$ cat src/rtl/tensor_pkg.sv
// Shared types and constants for the tensor bitcast engine: command layout,
// completion status codes, FSM states and the element-size decode.
package tensor_pkg;

    localparam int ADDR_W   = 11;
    localparam int DATA_W   = 32;
    localparam int DIM_W    = 10;
    localparam int NUM_DIMS = 4;
    localparam int ELEMS_W  = NUM_DIMS * DIM_W;
    localparam int BYTES_W  = ELEMS_W + 3;
    localparam int CNT_W    = ADDR_W + 1;
    localparam int CMD_W    = 113;

    // Declared MSB first so the packed struct lines up with cmd_tdata bit positions.
    typedef struct packed {
        logic [2:0]         out_size;
        logic [2:0]         in_size;
        logic [ADDR_W-1:0]  dstn_addr;
        logic [ADDR_W-1:0]  src_addr;
        logic [ELEMS_W-1:0] dstn_dim;
        logic [ELEMS_W-1:0] src_dim;
        logic [4:0]         sub_field;
    } bitcast_cmd_t;

    typedef enum logic [1:0] {
        OK          = 2'd0,
        FMT_ERR     = 2'd1,
        RANGE_ERR   = 2'd2,
        OVERLAP_ERR = 2'd3
    } bitcast_status_e;

    typedef enum logic [2:0] {
        S_IDLE,
        S_CALC,
        S_CHECK,
        S_COPY,
        S_DONE
    } fsm_state_e;

    // Bytes per element for a size code; 0 flags an unsupported code.
    function automatic logic [3:0] size_bytes(input logic [2:0] code);
        case (code)
            3'd0:    return 4'd1;
            3'd1:    return 4'd2;
            3'd2:    return 4'd4;
            3'd3:    return 4'd8;
            default: return 4'd0;
        endcase
    endfunction

endpackage

$ cat src/rtl/tensor_elem_count.sv
// Element count of a 4-D tensor shape; a zero-sized dimension counts as 1.
module tensor_elem_count
    import tensor_pkg::*;
(
    input  logic [ELEMS_W-1:0] dims,
    output logic [ELEMS_W-1:0] elems
);

    function automatic logic [ELEMS_W-1:0] eff_dim(input logic [DIM_W-1:0] d);
        return (d == '0) ? ELEMS_W'(1) : ELEMS_W'(d);
    endfunction

    // Each factor is at most 1023, so the product always fits in ELEMS_W bits.
    assign elems = eff_dim(dims[0*DIM_W +: DIM_W])
                 * eff_dim(dims[1*DIM_W +: DIM_W])
                 * eff_dim(dims[2*DIM_W +: DIM_W])
                 * eff_dim(dims[3*DIM_W +: DIM_W]);

endmodule

$ cat src/rtl/tensor_bitcast_engine.sv
// Validates a bitcast command's byte footprints and address ranges, then copies
// the source tensor word-by-word from the source to the destination scratchpad.
module tensor_bitcast_engine
    import tensor_pkg::*;
(
    input  logic              clock,
    input  logic              reset_n,
    input  logic [CMD_W-1:0]  cmd_tdata,
    input  logic              cmd_tvalid,
    output logic              cmd_tready,
    output logic              src_rd_en,
    output logic [ADDR_W-1:0] src_rd_addr,
    input  logic [DATA_W-1:0] src_rd_data,
    output logic              dst_wr_en,
    output logic [ADDR_W-1:0] dst_wr_addr,
    output logic [DATA_W-1:0] dst_wr_data,
    output logic              busy,
    output logic              done,
    output logic [1:0]        status
);

    localparam logic [BYTES_W-1:0] SPACE = BYTES_W'(2 ** ADDR_W);

    fsm_state_e        state_q,     state_d;
    bitcast_cmd_t      cmd_q,       cmd_d;
    logic [BYTES_W-1:0] src_bytes_q, src_bytes_d;
    logic [BYTES_W-1:0] dst_bytes_q, dst_bytes_d;
    logic [BYTES_W-1:0] words_q,     words_d;
    logic [CNT_W-1:0]  cnt_q,       cnt_d;
    bitcast_status_e   status_q,    status_d;

    logic [ELEMS_W-1:0] src_elems;
    logic [ELEMS_W-1:0] dst_elems;
    logic [BYTES_W-1:0] src_ext;
    logic [BYTES_W-1:0] dst_ext;
    logic               fmt_err;
    logic               range_err;
    logic               overlap_err;
    logic               last_beat;

    tensor_elem_count u_src_count (
        .dims  (cmd_q.src_dim),
        .elems (src_elems)
    );

    tensor_elem_count u_dst_count (
        .dims  (cmd_q.dstn_dim),
        .elems (dst_elems)
    );

    assign src_ext = BYTES_W'(cmd_q.src_addr);
    assign dst_ext = BYTES_W'(cmd_q.dstn_addr);

    assign fmt_err     = (size_bytes(cmd_q.in_size) == 4'd0)
                      || (size_bytes(cmd_q.out_size) == 4'd0)
                      || (src_bytes_q != dst_bytes_q);
    // Remaining room is measured without wrap-around past the top of the scratchpad.
    assign range_err   = (words_q > (SPACE - src_ext)) || (words_q > (SPACE - dst_ext));
    // Only a destination strictly inside the source window is clobbered by an ascending copy.
    assign overlap_err = (dst_ext > src_ext) && (dst_ext < (src_ext + words_q));
    assign last_beat   = (BYTES_W'(cnt_q) == words_q);

    always_comb begin
        // NOTE: every signal driven here gets a default first, so no path can infer a latch.
        state_d     = state_q;
        cmd_d       = cmd_q;
        src_bytes_d = src_bytes_q;
        dst_bytes_d = dst_bytes_q;
        words_d     = words_q;
        cnt_d       = cnt_q;
        status_d    = status_q;
        cmd_tready  = 1'b0;
        src_rd_en   = 1'b0;
        src_rd_addr = '0;
        dst_wr_en   = 1'b0;
        dst_wr_addr = '0;
        dst_wr_data = '0;
        done        = 1'b0;

        case (state_q)
            S_IDLE: begin
                cmd_tready = 1'b1;
                if (cmd_tvalid) begin
                    cmd_d    = bitcast_cmd_t'(cmd_tdata);
                    status_d = OK;
                    cnt_d    = '0;
                    state_d  = S_CALC;
                end
            end
            S_CALC: begin
                // Invalid size codes still produce a shift here; CHECK rejects them.
                src_bytes_d = BYTES_W'(src_elems) << cmd_q.in_size[1:0];
                dst_bytes_d = BYTES_W'(dst_elems) << cmd_q.out_size[1:0];
                words_d     = (src_bytes_d + BYTES_W'(3)) >> 2;
                state_d     = S_CHECK;
            end
            S_CHECK: begin
                if (fmt_err) begin
                    status_d = FMT_ERR;
                    state_d  = S_DONE;
                end else if (range_err) begin
                    status_d = RANGE_ERR;
                    state_d  = S_DONE;
                end else if (overlap_err) begin
                    status_d = OVERLAP_ERR;
                    state_d  = S_DONE;
                end else begin
                    state_d  = S_COPY;
                end
            end
            S_COPY: begin
                // Read of word cnt overlaps the write of word cnt-1, whose data arrives this cycle.
                if (!last_beat) begin
                    src_rd_en   = 1'b1;
                    src_rd_addr = cmd_q.src_addr + cnt_q[ADDR_W-1:0];
                end
                if (cnt_q != '0) begin
                    dst_wr_en   = 1'b1;
                    dst_wr_addr = cmd_q.dstn_addr + cnt_q[ADDR_W-1:0] - ADDR_W'(1);
                    dst_wr_data = src_rd_data;
                end
                if (last_beat) begin
                    state_d = S_DONE;
                end else begin
                    cnt_d = cnt_q + CNT_W'(1);
                end
            end
            S_DONE: begin
                done    = 1'b1;
                state_d = S_IDLE;
            end
            default: begin
                state_d = S_IDLE;
            end
        endcase
    end

    // NOTE: state registers use non-blocking assignments so every flop samples pre-edge values.
    always_ff @(posedge clock or negedge reset_n) begin
        if (!reset_n) begin
            state_q     <= S_IDLE;
            cmd_q       <= '0;
            src_bytes_q <= '0;
            dst_bytes_q <= '0;
            words_q     <= '0;
            cnt_q       <= '0;
            status_q    <= OK;
        end else begin
            state_q     <= state_d;
            cmd_q       <= cmd_d;
            src_bytes_q <= src_bytes_d;
            dst_bytes_q <= dst_bytes_d;
            words_q     <= words_d;
            cnt_q       <= cnt_d;
            status_q    <= status_d;
        end
    end

    assign busy   = (state_q != S_IDLE);
    assign status = status_q;

endmodule
$ cat config.mk
export PLATFORM = sky130hd
export DESIGN_NAME = tensor_bitcast_engine
export DESIGN_NICKNAME = d
export VERILOG_FILES = /design/src/rtl/tensor_pkg.sv /design/src/rtl/tensor_elem_count.sv /design/src/rtl/tensor_bitcast_engine.sv
export SDC_FILE = /design/constraint.sdc
export NUM_CORES = 2
export LEC_CHECK = 0
export CELL_PAD_IN_SITES_DETAIL_PLACEMENT = 2
export CELL_PAD_IN_SITES_GLOBAL_PLACEMENT = 2
export CORE_UTILIZATION = 43
export CTS_CLUSTER_DIAMETER = 80
export DETAILED_ROUTE_END_ITERATION = 8
export HOLD_SLACK_MARGIN = 0.03
export PLACE_DENSITY = 0.85
export SLEW_MARGIN = 20
export SYNTH_ARGS = -nofsm -noshare
export SYNTH_HDL_FRONTEND = slang
export SYNTH_SLANG_ARGS = --single-unit
$ cat constraint.sdc
create_clock -name clock -period 50.2 [get_ports clock]
set_input_delay 15.06 -clock clock [delete_from_list [all_inputs] [get_ports clock]]
set_output_delay 15.06 -clock clock [all_outputs]
set_load 0.02 [all_outputs]
==> run metrics <==
fin crit share 62.5%; die footprint about 0.13 sq mm; CP startpoint src_rd_data[29]; Main synth FF type dfrtp_1; Setup CP Type input pin to output port; Req. time, crit path 35.14 ns; Final min period 31.35 ns; share of the synthesized area in the top cell type between 30% and 40%; warnings from Yosys 0; Setup Fix Bufs, Post-CTS 0; Min-Delay Path Class flip-flop to flip-flop; CTS tree yes; f_max 31.9 MHz; cts hold-fix bufs 0; Clock Root Buffer clkbuf_16; Synth Area per Inst 8.52 sq um; number of global-route vias before repair 58600; Storage cell area 0.00632 sq mm; Total GRT Usage roughly a third; gr ovfl total 0; io pins 209; Layout fillers 14400; RSZ-0062 raised after global routing no; leading cell types in the layout, fill and taps excluded nand2_1 (1254), inv_1 (973), fa_1 (945), and2_1 (551), ha_1 (481); min-delay src cmd_q[39]$_DFFE_PN0P_; Worst-Margin Slew 1.14 ns; endpoint type of the worst setup path output port; Seq cells post-synth 252; Vias between 40000 and 50000; Max clock buf depth 3; CP cell instances clkdlybuf4s50_1 -> and2_1 -> clkdlybuf4s50_1; Mapped Area about 0.057 sq mm; H-tree levels 2; Iter 0 DRT Violations 2197; CTS resizes 0; vias per std cell roughly 5.7; layout net count 8282; largest cells by area after synthesis fa_1 (33%), dfrtp_1 (11%), ha_1 (11%); CTS Buf Count 39; Layout Skew ~0.064 ns; Routed Antenna Nets 0; Vert. Die Dim 365 um; maxcap violations 0; post-synthesis async set-or-reset flop share 100%; Setup TNS Final 0 ns; DRC 0; Multi-input gate area about 0.046 sq mm; Rel. slew slack 23.6%; crit path max fanout 1; Worst R2R Start cmd_q[51]$_DFFE_PN0P_; Area Overhead vs Synth 9.40%; largest net degree at the start of global routing around 100; Synth cell types 101; WL per Instance 25.5 um; most used cell, CP clkdlybuf4s50_1; Placer Congestion around 0.87; Die W 365 um; Pre-Repair DR Iteration Count 5; Initial Util 43.6%; Hold Vio Cnt, Final 0; hold slack just under 0.5 ns; commonest non-fill, non-tap cell in the layout nand2_1; final setup vio count 0; CP max stage delay 0.66 ns; Worst-path clk slew approximately 0.050 ns; CP Launch Type input pin; Arr. time, crit path ~16 ns; final wirelength 217 mm; I/O Buffers between 200 and 250; post-DP HPWL 171 mm; Std-Cell Rows 132; first-pass GRT wire length 341 mm; post-synthesis sequential area ratio 11.1%; Max Slew Vio Count 0; register-to-register setup slack 29.76 ns; CORE AREA 0.130 sq mm; clock sink count roughly 250; Worst Path Buf+Inv 2; Cells after Synth 6660; Synth area leader fa_1; worst skew pair latency approximately 0.66 ns; initial antenna violation count 6; layout cells sized above 1 under 10%; CP delay by family, top buffers and inverters; Worst path slowest cell clkdlybuf4s50_1; number of synthesized flops with an enable pin 0; Synth Net Count about 8000; run status finished clean
## final timing paths
kind,end,cells after the start
worst min-delay path,cmd_q[39]$_DFFE_PN0P_,2
max in group asynchronous,cmd_q[38]$_DFFE_PN0P_,3
min in group asynchronous,cmd_q[85]$_DFFE_PN0P_,1
worst max-delay path,dst_wr_data[29],3
worst max register to register,dst_bytes_q[41]$_DFFE_PN0P_,62
worst min register to register,cmd_q[39]$_DFFE_PN0P_,2
## layout make-up
type / instances / area share (%)
multi-input cells: 5146 / 73.8
flip-flops and latches: 252 / 10.2
repair buffers: 294 / 4.38
well taps: 1742 / 3.51
clock buffers: 52 / 1.73
diodes: 5 / 0.0202
inverters: 975 / 5.90
clock inverters: 19 / 0.488
## synth_stat cells, drive strengths merged, types with 11 or more instances
cell / number
a211o: 11
a211oi: 24
a21boi: 21
a21o: 78
a21oi: 215
a31o: 11
a31oi: 20
and2: 552
and3: 39
buf: 26
clkbuf: 261
dfrtp: 252
fa: 945
ha: 481
inv: 973
mux2: 14
mux2i: 38
nand2: 1255
nand2b: 72
nand3: 58
nand4: 33
nor2: 231
nor2b: 102
nor3: 53
nor4: 38
o211ai: 24
o21a: 62
o21ai: 254
o21bai: 25
o22ai: 13
o31ai: 15
or2: 16
or3: 21
xnor2: 184
xor2: 100
## metrics by stage
step                util (%)  setup slack (ns)  instances  cell area [sq um]
detailed placement      46.6             18.82       8409              60600
finish                  47.7             18.85       8485              62000
global route            47.7             18.79       8481              62000
global placement        46.6             18.83       8409              60600
CTS                     47.6             18.82       8480              62000
floorplan                  -             19.87       6660              56700
## flip-flops by register name, summed over array words and instances, names as in the netlist
name and count:
src_bytes_q 43, cnt_q 12, words_q 41, status 2, state_q 3, dst_bytes_q 43
cmd_q 108
## worst min-delay path, delay by kind of cell (launching register included)
family	cells	cell delay (ns)
simple gates	2	0.10
flops	1	0.34
## layer usage
| layer | global-route usage [%] | wire (um) | share of wire (%) |
|---|---|---|---|
| met1 | 37.5 | 82400 | 38 |
| met2 | 61.4 | 115000 | 53 |
| met5 | 0 | 0 | 0 |
| met4 | 15.0 | 10300 | 4.7 |
| met3 | 3.79 | 8690 | 4.0 |
## kinds of logic (layout without fill, tap and decap cells)
family	after synthesis	after routing	synth area share, %
and+or+nand+nor	2502	2502	21.1
adders and majority gates	1426	1426	44.0
buffers and inverters	1262	1340	8.37
AOI/OAI and AO/OA	879	879	9.99
xor gates and xnor gates	286	286	4.47
DFF	252	252	11.1
muxes	53	53	0.988
other	0	5	0
Power is not shown: default switching activity piles up to over one toggle a cycle in this logic, so the estimate is an artifact.
